===== src/rtl/obi_pkg.sv =====
// Shared OBI bus constants and the request bundle used by the arbiter.
package obi_pkg;

    localparam int OBI_AW  = 32;
    localparam int OBI_DW  = 32;
    localparam int OBI_BEW = 4;

    typedef struct packed {
        logic [OBI_AW-1:0]  addr;
        logic               we;
        logic [OBI_BEW-1:0] be;
        logic [OBI_DW-1:0]  wdata;
    } obi_req_t;

endpackage


===== src/rtl/obi_id_fifo.sv =====
// In-order FIFO of requester IDs for granted-but-unanswered transactions.
import obi_pkg::*;

module obi_id_fifo #(
    parameter int DEPTH = 2,
    parameter int WIDTH = 1
) (
    input  logic             clk_i,
    input  logic             rst_ni,
    input  logic             push_i,
    input  logic             pop_i,
    input  logic [WIDTH-1:0] data_i,
    output logic             full_o,
    output logic             empty_o,
    output logic [WIDTH-1:0] head_o
);

    localparam int PW = (DEPTH > 1) ? $clog2(DEPTH) : 1;
    localparam int CW = $clog2(DEPTH + 1);

    logic [WIDTH-1:0] mem_q [DEPTH];
    logic [PW-1:0]    wr_q, wr_d;
    logic [PW-1:0]    rd_q, rd_d;
    logic [CW-1:0]    cnt_q, cnt_d;
    logic             do_push, do_pop;

    function automatic logic [PW-1:0] nxt(input logic [PW-1:0] p);
        if (p == PW'(DEPTH - 1)) return '0;
        return p + PW'(1);
    endfunction

    assign full_o  = (cnt_q == CW'(DEPTH));
    assign empty_o = (cnt_q == '0);
    assign head_o  = mem_q[rd_q];

    // Overflow/underflow are blocked here so callers can stay simple.
    assign do_push = push_i && !full_o;
    assign do_pop  = pop_i && !empty_o;

    always_comb begin
        wr_d  = wr_q;
        rd_d  = rd_q;
        cnt_d = cnt_q;
        if (do_push) wr_d = nxt(wr_q);
        if (do_pop)  rd_d = nxt(rd_q);
        unique case ({do_push, do_pop})
            2'b10:   cnt_d = cnt_q + CW'(1);
            2'b01:   cnt_d = cnt_q - CW'(1);
            default: cnt_d = cnt_q;
        endcase
    end

    always_ff @(posedge clk_i or negedge rst_ni) begin
        if (!rst_ni) begin
            wr_q  <= '0;
            rd_q  <= '0;
            cnt_q <= '0;
        end else begin
            wr_q  <= wr_d;
            rd_q  <= rd_d;
            cnt_q <= cnt_d;
        end
    end

    always_ff @(posedge clk_i) begin
        if (do_push) mem_q[wr_q] <= data_i;
    end

endmodule


===== src/rtl/obi_rr_arbiter.sv =====
// Round-robin OBI arbiter with in-order response routing.
// Optional bus locking is enabled by defining OBI_ARB_LOCK_EN.
import obi_pkg::*;

module obi_rr_arbiter #(
    parameter int N_PORTS         = 2,
    parameter int MAX_OUTSTANDING = 2
) (
    input  logic                      clk_i,
    input  logic                      rst_ni,
`ifdef OBI_ARB_LOCK_EN
    input  logic [N_PORTS-1:0]        p_lock_i,
`endif
    input  logic [N_PORTS-1:0]        p_req_i,
    output logic [N_PORTS-1:0]        p_gnt_o,
    input  logic [OBI_AW*N_PORTS-1:0] p_addr_i,
    input  logic [N_PORTS-1:0]        p_we_i,
    input  logic [OBI_BEW*N_PORTS-1:0] p_be_i,
    input  logic [OBI_DW*N_PORTS-1:0] p_wdata_i,
    output logic [N_PORTS-1:0]        p_rvalid_o,
    output logic [OBI_DW-1:0]         p_rdata_o,
    output logic                      s_req_o,
    input  logic                      s_gnt_i,
    output logic [OBI_AW-1:0]         s_addr_o,
    output logic                      s_we_o,
    output logic [OBI_BEW-1:0]        s_be_o,
    output logic [OBI_DW-1:0]         s_wdata_o,
    input  logic                      s_rvalid_i,
    input  logic [OBI_DW-1:0]         s_rdata_i
);

    localparam int IDW = $clog2(N_PORTS);

    logic [IDW-1:0]     ptr_q, ptr_d;
    logic [IDW-1:0]     sel_q, sel_d;
    logic               hold_q, hold_d;
    logic [IDW-1:0]     sel, sel_rr, cand;
    logic               found;
    logic [N_PORTS-1:0] elig;
    logic               hs, rsp, ptr_frozen;
    logic               fifo_full, fifo_empty;
    logic [IDW-1:0]     fifo_head;
    obi_req_t           req_sel;

    function automatic logic [IDW-1:0] inc(input logic [IDW-1:0] v);
        if (v == IDW'(N_PORTS - 1)) return '0;
        return v + IDW'(1);
    endfunction

`ifdef OBI_ARB_LOCK_EN
    logic           lock_q, lock_d;
    logic [IDW-1:0] lock_id_q, lock_id_d;

    always_comb begin
        elig = p_req_i;
        if (lock_q) begin
            elig = '0;
            elig[lock_id_q] = p_req_i[lock_id_q];
        end
    end

    assign ptr_frozen = lock_q;

    always_comb begin
        lock_d    = lock_q;
        lock_id_d = lock_id_q;
        if (hs) begin
            if (lock_q) begin
                if (!p_lock_i[sel]) lock_d = 1'b0;
            end else if (p_lock_i[sel]) begin
                lock_d    = 1'b1;
                lock_id_d = sel;
            end
        end
    end

    always_ff @(posedge clk_i or negedge rst_ni) begin
        if (!rst_ni) begin
            lock_q    <= 1'b0;
            lock_id_q <= '0;
        end else begin
            lock_q    <= lock_d;
            lock_id_q <= lock_id_d;
        end
    end
`else
    assign elig       = p_req_i;
    assign ptr_frozen = 1'b0;
`endif

    // First eligible requester at or after the round-robin pointer.
    always_comb begin
        sel_rr = ptr_q;
        found  = 1'b0;
        cand   = ptr_q;
        for (int i = 0; i < N_PORTS; i++) begin
            if (!found && elig[cand]) begin
                sel_rr = cand;
                found  = 1'b1;
            end
            cand = inc(cand);
        end
    end

    assign sel     = hold_q ? sel_q : sel_rr;
    assign s_req_o = rst_ni && (|elig) && !fifo_full;
    assign hs      = s_req_o && s_gnt_i;
    assign rsp     = rst_ni && s_rvalid_i && !fifo_empty;

    always_comb begin
        req_sel.addr  = p_addr_i[sel*OBI_AW +: OBI_AW];
        req_sel.we    = p_we_i[sel];
        req_sel.be    = p_be_i[sel*OBI_BEW +: OBI_BEW];
        req_sel.wdata = p_wdata_i[sel*OBI_DW +: OBI_DW];
    end

    assign s_addr_o  = req_sel.addr;
    assign s_we_o    = req_sel.we;
    assign s_be_o    = req_sel.be;
    assign s_wdata_o = req_sel.wdata;
    assign p_rdata_o = s_rdata_i;

    always_comb begin
        p_gnt_o    = '0;
        p_rvalid_o = '0;
        for (int k = 0; k < N_PORTS; k++) begin
            p_gnt_o[k]    = hs && (sel == IDW'(k));
            p_rvalid_o[k] = rsp && (fifo_head == IDW'(k));
        end
    end

    // A stalled request freezes the selection until it is accepted.
    always_comb begin
        hold_d = hold_q;
        sel_d  = sel_q;
        ptr_d  = ptr_q;
        if (hs) begin
            hold_d = 1'b0;
            if (!ptr_frozen) ptr_d = inc(sel);
        end else if (s_req_o) begin
            hold_d = 1'b1;
            sel_d  = sel;
        end
    end

    always_ff @(posedge clk_i or negedge rst_ni) begin
        if (!rst_ni) begin
            ptr_q  <= '0;
            sel_q  <= '0;
            hold_q <= 1'b0;
        end else begin
            ptr_q  <= ptr_d;
            sel_q  <= sel_d;
            hold_q <= hold_d;
        end
    end

    obi_id_fifo #(
        .DEPTH (MAX_OUTSTANDING),
        .WIDTH (IDW)
    ) u_id_fifo (
        .clk_i   (clk_i),
        .rst_ni  (rst_ni),
        .push_i  (hs),
        .pop_i   (rsp),
        .data_i  (sel),
        .full_o  (fifo_full),
        .empty_o (fifo_empty),
        .head_o  (fifo_head)
    );

endmodule


===== config.mk =====
export PLATFORM = sky130hd
export DESIGN_NAME = obi_rr_arbiter
export DESIGN_NICKNAME = d
export VERILOG_FILES = /design/src/rtl/obi_pkg.sv /design/src/rtl/obi_id_fifo.sv /design/src/rtl/obi_rr_arbiter.sv
export SDC_FILE = /design/constraint.sdc
export NUM_CORES = 1
export LEC_CHECK = 0
export ABC_AREA = 0
export CAP_MARGIN = 40
export CORE_AREA = 10 10 102 104
export DETAILED_ROUTE_END_ITERATION = 12
export DIE_AREA = 0 0 112 114
export PLACE_DENSITY = 0.84
export SLEW_MARGIN = 20
export SYNTH_ARGS = -nofsm -noshare
export SYNTH_HDL_FRONTEND = slang
export SYNTH_HIERARCHICAL = 1
export SYNTH_SLANG_ARGS = --single-unit

===== constraint.sdc =====
create_clock -name clk_i -period 2.2 [get_ports clk_i]
set_input_delay 0.44 -clock clk_i [delete_from_list [all_inputs] [get_ports clk_i]]
set_output_delay 0.44 -clock clk_i [all_outputs]
set_load 0.02 [all_outputs]

==> results.cfg, run 1 <==
[yosys]
synth_nets = 336
synthCells = 159
synthTopCellsByArea = mux2_2, buf_4, dfrtp_1
ys.warnings.count = 6
synth_edf_count = 2
seq_area_frac_synth_pct = 14.6
synth_area_mm2 = 0.00161
synth_flop_cell = dfrtp_1
ys_types = 28
ys_ff_latch = 9
synth_area_leader_cell = mux2_2
yosys.area.top_type_share_pct = 49.5
synth.avg_cell_area_um2 = 10.2
synth_commonest_cells = mux2_2, buf_4, nor2_1
synth.most_common_cell = mux2_2
async_flop_share_pct = 77.8

[setup_path]
end_kind = output port
arrival_ns = 1.90
r2r-start = u_id_fifo/cnt_q[1]$_DFFE_PN0P_
r2r_slack_ns = 0.34
crit_type = reg -> out
cp_max_fo = 8
rr_worst_depth = 11
start_kind = flip-flop
rr_endpoint = u_id_fifo/cnt_q[1]$_DFFE_PN0P_
required_ns = 1.76

[layout]
final.fill_count = 669
layout.nets = 565
diodes = 0
syn2layout_area_growth_pct = 185
layout-drive-gt1-share_pct = 53.2
fin_util_pct = 54.3
multi_input_area_mm2 = 0.00133
regArea_um2 = 236

[job]
max_cap_violations = 0

[drt]
num_vias = 2187
wl_um = 11500
antenna_left = 0
drc = 0
drt_iter0_markers = 68
dr.pass1.iters = 3
vias_per_cell = 4.42
routedWlPerCell_um = 23.3

[hold_path]
min_to = u_id_fifo/rd_q$_DFFE_PN0P_
hold_start = u_id_fifo/rd_q$_DFFE_PN0P_
min_path_cells = 1
hp-class = reg -> reg

[clock_tree]
clk_path_buf_depth = 2
htreeDepth = 1
clk_pin_slew_worst_paths_ns = 0.05
root_buffer = clkbuf_8
numClockSinks = 9
cts_buffers = 3
clk_latency_ns = 0.24
cts_hold_buf = 0
cts_tree = done

[sta]
timing.fmax_mhz = 428
hold_viol = 0
fin_crit_ns = 2.34
worst_slack_ns = -0.136
setup_viol = 69
rsz0062_at_grt = true
slew_viol_final = 0
finClkSkew_ns = 0.00114
slew_headroom_pct = 82.1
period_share_pct = 106
hold_slack_ns = 0.506
tightest_slew_ns = 0.267

[floorplan]
die_h_um = 114
rows = 34
core_mm2 = 0.00847
design.die.area_mm2 = 0.0128
ios = 282
fp.dieW_um = 112
start_util_pct = 19.1

[global_route]
grt_overflow = 0
grt_usage_pct = 16.7
grt_max_degree = 11
antenna_found_initial = 0
grt_pass1_vias = 2665
grt_pass1_wl_um = 16800

[placed_design]
dpl.hpwl_um = 8220
io_buffer_count = 217
gp_congestion = 0.783

[power]
p_leak_nw = 2.11
irDropWorstVdd_uv = 719
power.density_mw_per_mm2 = 1270

[outcome]
status = finished with violations
violations = setup timing
-- per-stage QoR --
| step | cell area, um2 | setup WS [ns] | power (mW) | std cells | setup TNS [ns] |
|---|---|---|---|---|---|
| 4_1_cts | 4740 | -0.156 | 6.22 | 501 | -5.82 |
| 5_1_grt | 4600 | -0.193 | 6.12 | 495 | -10.44 |
| 6_report | 4600 | -0.136 | 5.85 | 495 | -6.92 |
| 2_1_floorplan | 1610 | 0.0976 | 2.36 | 159 | 0 |
| 3_3_place_gp | 3750 | -0.824 | 3.66 | 462 | -55.77 |
| 3_5_place_dp | 3750 | -0.849 | 3.72 | 462 | -57.53 |
-- layout by cell type (no fill, tap or decap), types with 2 or more instances in the layout --
cell type        instances
buf_6                   85
mux2_2                   2
mux2_4                  69
inv_1                    2
or2_2                    2
clkdlybuf4s50_1        141
nand2_1                  2
buf_16                   5
nand2b_1                 2
buf_2                    3
nor2_1                   8
edfxtp_1                 2
xnor2_1                  3
xor2_1                   2
dfrtp_1                  6
buf_12                   8
clkbuf_8                 3
buf_4                   17
clkbuf_2                 3
-- worst max path at each step --
stage	cells past startpoint	start	end	slack, ns
after detailed placement	6	p_req_i[1]	s_wdata_o[1]	-0.85
after floorplan	4	p_req_i[0]	s_addr_o[0]	0.1
after global placement	6	p_req_i[1]	s_wdata_o[24]	-0.82
after CTS	8	ptr_q$_DFFE_PN0P_	s_wdata_o[28]	-0.16
final	7	ptr_q$_DFFE_PN0P_	s_addr_o[21]	-0.14
after global routing	7	ptr_q$_DFFE_PN0P_	s_wdata_o[12]	-0.19
-- where the power goes --
part           switching, mW  internal (mW)
registers             0.0713          0.252
logic                   2.13           3.20
clock network         0.0730          0.124
-- logic make-up after synthesis --
family                     Yosys count  share of synthesized area (%)
muxes                               71                           49.5
buffers and inverters               41                           20.2
and+or+nand+nor                     26                           8.45
DFF                                  9                           14.6
AOI/OAI and AO/OA                    6                           3.72
xor gates and xnor gates             5                           2.71
adders and majority gates            1                          0.775
-- sequential cells by signal, indices dropped and copies added, names as in the netlist --
register,flops
u_id_fifo/wr_q,1
hold_q,1
u_id_fifo/cnt_q,2
sel_q,1
ptr_q,1
u_id_fifo/mem_q,2
u_id_fifo/rd_q,1
-- per-layer routing --
layer / track usage, % / part of all wire, % / up-vias
met4: 3.05 / 0.69 / 0
met5: 0 / 0 / -
met3: 7.35 / 11 / 12
met1: 18.0 / 37 / 1034
met2: 30.0 / 51 / 151
li1: - / - / 990
-- final cells by class --
class	count	share of cell area (%)
Timing Repair Buffer	263	61.8
Multi-Input combinational cell	109	29.0
Sequential cell	9	5.15
Tap cell	108	2.94
Clock buffer	3	0.898
Inverter	2	0.163
Clock inverter	1	0.109
-- critical path, stage by stage (launching register included) --
cell and delay [ns]:
dfrtp_2 0.43, a21boi_4 0.09, o31ai_4 0.26, buf_6 0.17
buf_12 0.12, buf_16 0.13, mux2_4 0.31, buf_6 0.13
-- what timing repair did --
item,in CTS,in global routing
setup endpoints to repair,74,74
pin swaps,2,2
buffers inserted,25,1
resized for setup,533,21
gates cloned,10,0
No activity file was read; power rests on OpenSTA's default activity.
==> inputs of run 2 (changes only) <==
Settings changed: CORE_AREA 10 10 102 104 to 2 2 108 110, DIE_AREA 0 0 112 114 to 0 0 110 112, PLACE_DENSITY 0.84 to 0.69.
==> results.cfg, run 2 (same netlist as run 1, synthesis figures left out) <==
[floorplan]
fp.dieW_um = 110
design.die.area_mm2 = 0.0123
die_h_um = 112
start_util_pct = 14.4
ios = 282
rows = 39
core_mm2 = 0.0112

[sta]
worst_slack_ns = -0.193
slew_headroom_pct = 82.2
finClkSkew_ns = 0.000709
hold_viol = 0
hold_slack_ns = 0.480
fin_crit_ns = 2.39
period_share_pct = 109
rsz0062_at_grt = true
tightest_slew_ns = 0.264
setup_viol = 69
timing.fmax_mhz = 418
slew_viol_final = 0

[setup_path]
crit_type = reg -> out
rr_worst_depth = 10
end_kind = output port
arrival_ns = 1.95
required_ns = 1.76
cp_max_fo = 5
start_kind = flip-flop

[global_route]
antenna_found_initial = 0
grt_usage_pct = 12.3
grt_overflow = 0
grt_pass1_wl_um = 11600
grt_pass1_vias = 2242
grt_max_degree = 11

[clock_tree]
clk_latency_ns = 0.23
htreeDepth = 1
root_buffer = clkbuf_16
numClockSinks = 9
clk_path_buf_depth = 2
clk_pin_slew_worst_paths_ns = 0.04
cts_buffers = 3
cts_hold_buf = 0
cts_tree = done

[layout]
final.fill_count = 1085
final_common_cell = clkdlybuf4s50_1
layout.nets = 560
regArea_um2 = 236
reg.largest.list = u_id_fifo/cnt_q (2), u_id_fifo/mem_q (2)
syn2layout_area_growth_pct = 182
multi_input_area_mm2 = 0.00127
diodes = 0
layout_common_cells = clkdlybuf4s50_1, buf_6, mux2_4, buf_4, mux2_2
layout-drive-gt1-share_pct = 52.1

[power]
p_leak_nw = 2.03
irDropWorstVdd_uv = 606
p_seq_share_pct = 5.4
clkPwrFrac_pct = 5.5
switching_share_pct = 36.8
p_switching_mw = 2.10
power.density_mw_per_mm2 = 1250
power_frac_comb_pct = 89.1
p_int_mw = 3.60
total_power_mw = 5.70

[drt]
antenna_left = 0
vias_per_cell = 3.92
drc = 0
wl_um = 8230
routedWlPerCell_um = 15.7
drt_iter0_markers = 32
dr.pass1.iters = 4
num_vias = 2056

[placed_design]
io_buffer_count = 217
gp_congestion = 0.692
dpl.hpwl_um = 5840

[outcome]
violations = setup timing
status = finished with violations

[hold_path]
min_path_cells = 1
hp-class = reg -> reg

[job]
max_cap_violations = 0
## run 2: repair_timing
| action | in CTS | in global routing |
|---|---|---|
| gates cloned | 9 | 2 |
| gates resized for setup | 468 | 22 |
| buffers inserted | 16 | 0 |
| pin swaps | 1 | 2 |
| endpoints found under the setup margin | 74 | 73 |
## run 2: worst max-delay path: stages, from the launching register on
cell and delay (ns):
dfrtp_2 0.42, a21boi_4 0.08, o31ai_4 0.26, buf_12 0.17
buf_12 0.11, buf_12 0.11, buf_16 0.12, mux2_4 0.32
buf_6 0.14
## run 2: layer usage
| layer | GRT usage (%) | vias up | routed length (um) |
|---|---|---|---|
| met1 | 13.7 | 935 | 2940 |
| met4 | 2.03 | 0 | 61 |
| li1 | - | 979 | - |
| met2 | 22.5 | 136 | 4210 |
| met3 | 4.22 | 6 | 1020 |
| met5 | 0 | - | 0 |
## run 2: layout make-up
class | count | share of cell area [%]
Sequential cell | 9 | 5.19
Inverter | 2 | 0.165
Timing Repair Buffer | 258 | 61.1
Clock buffer | 4 | 1.73
Multi-Input combinational cell | 109 | 27.9
Tap cell | 143 | 3.93
## run 2: worst paths after layout
| path | start | to | slack, ns |
|---|---|---|---|
| worst max-delay path | ptr_q$_DFFE_PN0P_ | s_we_o | -0.19 |
| worst min-delay path | u_id_fifo/rd_q$_DFFE_PN0P_ | u_id_fifo/rd_q$_DFFE_PN0P_ | 0.48 |
| worst max register to register | u_id_fifo/cnt_q[1]$_DFFE_PN0P_ | u_id_fifo/cnt_q[1]$_DFFE_PN0P_ | 0.45 |
| worst min register to register | u_id_fifo/rd_q$_DFFE_PN0P_ | u_id_fifo/rd_q$_DFFE_PN0P_ | 0.48 |
| max in group asynchronous | rst_ni | ptr_q$_DFFE_PN0P_ | 1.53 |
| min in group asynchronous | rst_ni | u_id_fifo/cnt_q[0]$_DFFE_PN0P_ | 0.52 |
## run 2: metrics by stage
step	cells	worst slack (ns)	instance area, um2	TNS (ns)	utilization [%]
after global routing	525	-0.258	4550	-13.03	40.7
after global placement	498	-0.877	3810	-58.79	34.1
after detailed placement	498	-0.886	3810	-60.52	34.1
final	525	-0.193	4550	-8.32	40.7
after CTS	526	-0.200	4530	-9.41	40.6
after floorplan	159	0.0976	1610	0	-
## run 2: power groups by stage
stage,logic [mW],registers [mW],clock network [mW]
after floorplan,2.05,0.310,0
after global placement,3.36,0.298,0
after detailed placement,3.38,0.302,0
after CTS,5.16,0.312,0.323
after global routing,5.35,0.321,0.334
final,5.08,0.310,0.314
==> RTL edit 1 (flow settings as in run 1) <==
Add a define of `OBI_ARB_LOCK_EN`.
--- a/src/rtl/obi_rr_arbiter.sv
+++ b/src/rtl/obi_rr_arbiter.sv
@@ -1,5 +1,7 @@
 // Round-robin OBI arbiter with in-order response routing.
 // Optional bus locking is enabled by defining OBI_ARB_LOCK_EN.
+`define OBI_ARB_LOCK_EN
+
 import obi_pkg::*;
 
 module obi_rr_arbiter #(
Ports: changed (added p_lock_i); port bits go from 282 to 284. No check against the original RTL was run, so the function may have changed too.
==> RTL edit 1 against run 1 <==
The flow still finishes with violations (setup timing); worst setup slack worse by 0.31 ns; first-iteration DRC count up 57%; synthesized cell count up 8.8%; sequential power up 16%; utilization up 1.9 points; final area up 3.5%; total power up 15%; critical path depth up 2; sequential cell count up 2; wire length up 8.3%; area after synthesis up 25%; via count up 6.4%.
==> RTL edit 1: results (changes against run 1) <==
The run finished, with violations left. The final reports fail on setup timing. For the number of different library cells in the post-synthesis netlist, the log shows 31 (+11%).

Clock tree synthesis selected as its root buffer the cell sky130_fd_sc_hd__clkbuf_8. The count of flip-flops with a built-in enable after synthesis was 2 (unchanged). The deepest clock path buffer count was 2 (unchanged).

For the number of antenna violations at the first check in global routing, the log shows 0 (unchanged). The placed wire-length estimate after detailed placement is 10200 um (+24%). The routed length per instance came out at 23.6 um (+1.4%). The count of inserted antenna diode cells is 0 (unchanged), and the detail-routed via count per cell is 4.40 (-0.44%).

For the internal power consumption, the log shows 4.10 mW (+15%). By count the netlist is led by 68 x sky130_fd_sc_hd__mux2_4, 32 x sky130_fd_sc_hd__buf_4, 9 x sky130_fd_sc_hd__dfrtp_1, 9 x sky130_fd_sc_hd__nor2_1, 7 x sky130_fd_sc_hd__buf_6. The worst hold path belongs to the class reg2reg. The peak supply drop was 0.481 mV (-33%); the CTS buffer count was 3 (unchanged). Critical path's top delay family: buffers and inverters. The worst endpoint data arrival time was 2.20 ns (+0.30 ns); the post-detailed-placement cell area was 0.00433 mm2 (+15%).

The accumulated negative setup slack came out at -26.19 ns (-19.26 ns). The run gives 13 (+2) as the pin count of the biggest net entering global routing. The count of final max-slew check failures is 0 (unchanged). The total nets after synthesis is 352 (+4.8%). The latest clock arrival within the worst-skew pair is 0.24 ns (about the same), and the final RePlAce weighted congestion is 0.939 (+20%).

The worst-path cell with the longest stage delay was sky130_fd_sc_hd__dfrtp_2. The share of cells above drive strength 1 is 52.0% (-1.2 points). The tools report the number of warning messages in the yosys log as 6 (unchanged). Final setup violation count: 71 (+2.9%). Total of buffers placed on input and output ports: 219 (+0.92%).

The register area share after synthesis was 14.1% (-0.43 points). The tools report the worst-case headroom to the max-slew limit as 68.9% (-13 points). The deepest level of the CTS H-tree was 1 (unchanged); the maximum fanout along the worst path was 6 (-2).

The largest single stage delay on the critical path is 0.42 ns. Initial detailed-routing violation count: 107 (+57%). The largest registers in the layout are u_id_fifo/cnt_q (2), u_id_fifo/mem_q (2). The share of synthesized registers carrying an async set or reset was 81.8% (+4.0 points); the global-route wire length before repair was 17100 um (+1.4%). The tools report the global-route total usage across every layer as 17.4% (+0.62 points). The number of global-route vias before repair came out at 2559 (-4.0%). The logs give 701 (+4.8%) for the filler cell count and 4 (+1) for the number of optimization iterations in the first detailed-route pass. Post-layout worst setup margin: -0.444 ns (-0.308 ns). Among all flip-flop cells after synthesis, the most frequent one is sky130_fd_sc_hd__dfrtp_1. Top cell type's share of synthesized area: 50.6% (+1.1 points). The clock slew seen by the registers of the worst setup and hold paths is 0.05 ns (about the same). By area the synthesized netlist is led by sky130_fd_sc_hd__mux2_4 51%, sky130_fd_sc_hd__buf_4 12%, sky130_fd_sc_hd__dfrtp_1 11%. The tools report the clock skew after layout as 0.00677 ns (+0.00564 ns).

The tools report the leakage power as 2.23 nW (+5.4%). The tools report the number of nets in the final layout as 601 (+6.4%).
[RTL edit 1: power by group through the flow]
stage	registers, mW	logic [mW]	clock network [mW]
2_1_floorplan	0.382	2.94	0
3_3_place_gp	0.371	4.96	0
3_5_place_dp	0.375	5.04	0
4_1_cts	0.371	6.14	0.208
5_1_grt	0.386	6.42	0.222
6_report	0.376	6.16	0.208
[RTL edit 1: final cells by class]
type                       count  area [um2]  area share [%]
multi-input combinational    117        1420            29.7
inverter                       6        22.5           0.473
sequential                    11         287            6.02
tap                          108         135            2.84
timing repair buffer         283        2850            60.0
clock buffer                   4        45.0           0.947
[RTL edit 1: path summary, 6_finish.rpt]
| check | from | end | slack, ns | depth (start not counted) |
|---|---|---|---|---|
| worst max register to register | ptr_q$_DFFE_PN0P_ | sel_q$_DFFE_PN0P_ | 0.20 | 9 |
| min in group asynchronous | rst_ni | ptr_q$_DFFE_PN0P_ | 0.54 | 2 |
| worst min register to register | u_id_fifo/rd_q$_DFFE_PN0P_ | u_id_fifo/rd_q$_DFFE_PN0P_ | 0.48 | 1 |
| worst max-delay path | ptr_q$_DFFE_PN0P_ | s_addr_o[26] | -0.44 | 9 |
| max in group asynchronous | rst_ni | u_id_fifo/cnt_q[1]$_DFFE_PN0P_ | 1.43 | 3 |
| worst min-delay path | u_id_fifo/rd_q$_DFFE_PN0P_ | u_id_fifo/rd_q$_DFFE_PN0P_ | 0.48 | 1 |
[RTL edit 1: cells by family (layout without fill, tap and decap cells)]
| group | Yosys count | after routing | share of synthesized area [%] |
|---|---|---|---|
| AO/OA/AOI/OAI | 12 | 12 | 6.14 |
| XOR/XNOR | 5 | 5 | 2.17 |
| adder cells (fa/ha/maj) | 2 | 2 | 1.12 |
| buffers and inverters | 45 | 293 | 16.9 |
| flip-flops | 11 | 11 | 14.1 |
| multiplexers | 72 | 72 | 52.8 |
| AND/OR/NAND/NOR | 26 | 26 | 6.70 |
[RTL edit 1: layer usage]
layer,global-route usage [%],routed length [um],up-vias
met5,0,0,-
met4,3.05,156,0
met3,6.88,1130,10
met2,32.2,6650,142
met1,18.3,4560,1095
li1,-,-,1080
[RTL edit 1: through the flow]
stage / setup slack, ns / instances
after global routing: -0.516 / 529
after detailed placement: -0.969 / 492
after floorplan: 0.120 / 173
after CTS: -0.460 / 522
after global placement: -0.922 / 492
final: -0.444 / 529
[RTL edit 1: repair_timing]
action | in CTS | in global routing
setup buffers | 23 | 9
cloned | 3 | 0
gates resized for setup | 417 | 14
pin swaps | 3 | 3
setup endpoints to repair | 75 | 74
==> RTL edit 2 (flow settings as in run 1) <==
Without the edit above. Change the parameter `MAX_OUTSTANDING` from 2 to 4.
--- a/src/rtl/obi_rr_arbiter.sv
+++ b/src/rtl/obi_rr_arbiter.sv
@@ -4,7 +4,7 @@
 
 module obi_rr_arbiter #(
     parameter int N_PORTS         = 2,
-    parameter int MAX_OUTSTANDING = 2
+    parameter int MAX_OUTSTANDING = 4
 ) (
     input  logic                      clk_i,
     input  logic                      rst_ni,
Formal check against the unedited RTL: not equivalent (Yosys sat finds a counterexample within 4 cycles, from zero or initial values and one cycle with rst_ni low).
==> RTL edit 2 against run 1 <==
The flow still finishes with violations (setup timing); wire length up 6.1%; worst setup slack got worse by 0.075 ns; sequential cell count grew 5; final area grew 13%; fmax decreased by 3.1%; synthesized cell count is 15% higher; area after synthesis grew 22%; total power increased by 5.0%; largest power group unchanged.
==> RTL edit 2: results (changes against run 1) <==
The filler cell count was 628 (-6.1%); the pin count of the biggest net entering global routing was 14 (+3). Logic depth of the worst register-to-register path: 12 (+1). The path class of the tightest hold or removal check is in2async.

The tools report the met1 track utilization from global routing as 17.3% (-0.70 points). The pre-CTS worst setup slack was -0.896 ns (-0.0471 ns); the global-route total usage across every layer was 15.8% (-0.92 points). Initial detailed-routing violation count: 86 (+26%). The accumulated negative setup slack is -8.28 ns (-1.36 ns).

The final reports fail on setup timing. The number of different library cells in the post-synthesis netlist came out at 35 (+25%). The tools report the global routing met3 resource utilization as 6.72% (-0.63 points). The logs give 0.819 (+4.5%) for the final RePlAce weighted congestion and 80.7% (-1.3 points) for the worst-case headroom to the max-slew limit. The placed wire-length estimate after detailed placement came out at 8570 um (+4.2%). The clock skew after layout is 0.00513 ns (+0.00400 ns), and the post-layout worst setup margin is -0.211 ns (-0.0745 ns). The total nets after synthesis was 366 (+8.9%). Number of global-route vias before repair: 2632 (-1.2%). The flow ran to the end, but the final reports show violations. The leakage power is 2.40 nW (+13%). The final setup violation count is 69 (unchanged), and the share of synthesized registers carrying an async set or reset is 71.4% (-6.3 points). After synthesis, the most frequently instantiated cells are 71 x sky130_fd_sc_hd__mux2_2, 32 x sky130_fd_sc_hd__buf_4, 10 x sky130_fd_sc_hd__dfrtp_1, 9 x sky130_fd_sc_hd__nor2_1, 8 x sky130_fd_sc_hd__inv_1. The run gives 1.97 ns (+0.07 ns) as the worst endpoint data arrival time.

Ranked by total cell area, the synthesized netlist is headed by sky130_fd_sc_hd__mux2_2 40%, sky130_fd_sc_hd__dfrtp_1 13%, sky130_fd_sc_hd__buf_4 12%. The maximum fanout along the worst path works out to 5 (-3). The register area share after synthesis was 18.7% (+4.2 points). The global-route wire length before repair is 16100 um (-4.5%).

The met2 track demand over resource was 28.5% (-1.5 points); the post-detailed-placement cell area was 0.00415 mm2 (+10%). In the final layout, the registers with the most flip-flops are u_id_fifo/mem_q (4), u_id_fifo/cnt_q (3). The count of flip-flops with a built-in enable after synthesis is 4 (+2), and the routed length per instance is 22.8 um (-2.2%).

The detail-routed via count per cell works out to 4.44 (+0.52%). The number of nets in the final layout was 613 (+8.5%).
==> RTL edit 2: through the flow <==
stage	util, %	total power, mW	cells
finish	61.2	6.14	537
global route	61.2	6.43	537
CTS	57.0	5.38	525
detailed placement	49.0	3.86	492
global placement	49.0	3.79	492
floorplan	-	2.55	183
==> RTL edit 2: cells by family after synthesis <==
group                    after synthesis  synth area share (%)
AO/OA/AOI/OAI                          6                  3.04
XOR/XNOR                               3                  1.33
adder cells (fa/ha/maj)                7                  4.81
buffers and inverters                 47                  17.7
flip-flops                            14                  18.7
multiplexers                          76                  44.4
AND/OR/NAND/NOR                       30                  10.0
==> RTL edit 2: layout make-up <==
cell class                      instances  area share, %
Inverter                                8          0.628
Clock buffer                            4          0.870
Sequential cell                        14           7.18
Tap cell                              108           2.61
Multi-Input combinational cell        122           30.3
Timing Repair Buffer                  281           58.4
==> RTL edit 2: report_power, final <==
part | switching (mW) | leakage (nW) | internal [mW]
logic | 2.11 | 2.22 | 3.30
clock network | 0.101 | 0.0228 | 0.129
registers | 0.105 | 0.152 | 0.384
total | 2.32 | 2.40 | 3.82
==> RTL edit 2: repair_timing <==
action                                  in CTS  in global routing
setup buffers                               23                 15
endpoints found under the setup margin      76                 73
endpoints found under the hold margin        0                  0
gates resized for setup                    417                159
pin swaps                                    7                  9
gates cloned                                 6                  2
==> RTL edit 2: worst max-delay path: cells and delay by family, from the launching register on <==
family | cells | cell delay (ns)
compound gates | 2 | 0.34
buf+inv | 5 | 0.66
flops | 1 | 0.42
mux | 1 | 0.30
==> RTL edit 2: final timing paths <==
kind | start | endpoint | slack [ns]
setup / recovery | ptr_q$_DFFE_PN0P_ | s_addr_o[30] | -0.21
hold / removal | rst_ni | u_id_fifo/wr_q[1]$_DFFE_PN0P_ | 0.33
setup reg to reg | u_id_fifo/cnt_q[1]$_DFFE_PN0P_ | u_id_fifo/cnt_q[2]$_DFFE_PN0P_ | 0.14
hold reg to reg | sel_q$_DFFE_PN0P_ | ptr_q$_DFFE_PN0P_ | 0.55
max in group asynchronous | rst_ni | ptr_q$_DFFE_PN0P_ | 1.68
min in group clk_i | sel_q$_DFFE_PN0P_ | ptr_q$_DFFE_PN0P_ | 0.55
==> RTL edit 2: per-layer routing <==
layer | vias up | part of all wire (%) | routed length (um)
met5 | - | 0 | 0
li1 | 1105 | - | -
met3 | 16 | 11 | 1290
met4 | 0 | 1.3 | 160
met1 | 1096 | 38 | 4640
met2 | 168 | 50 | 6150
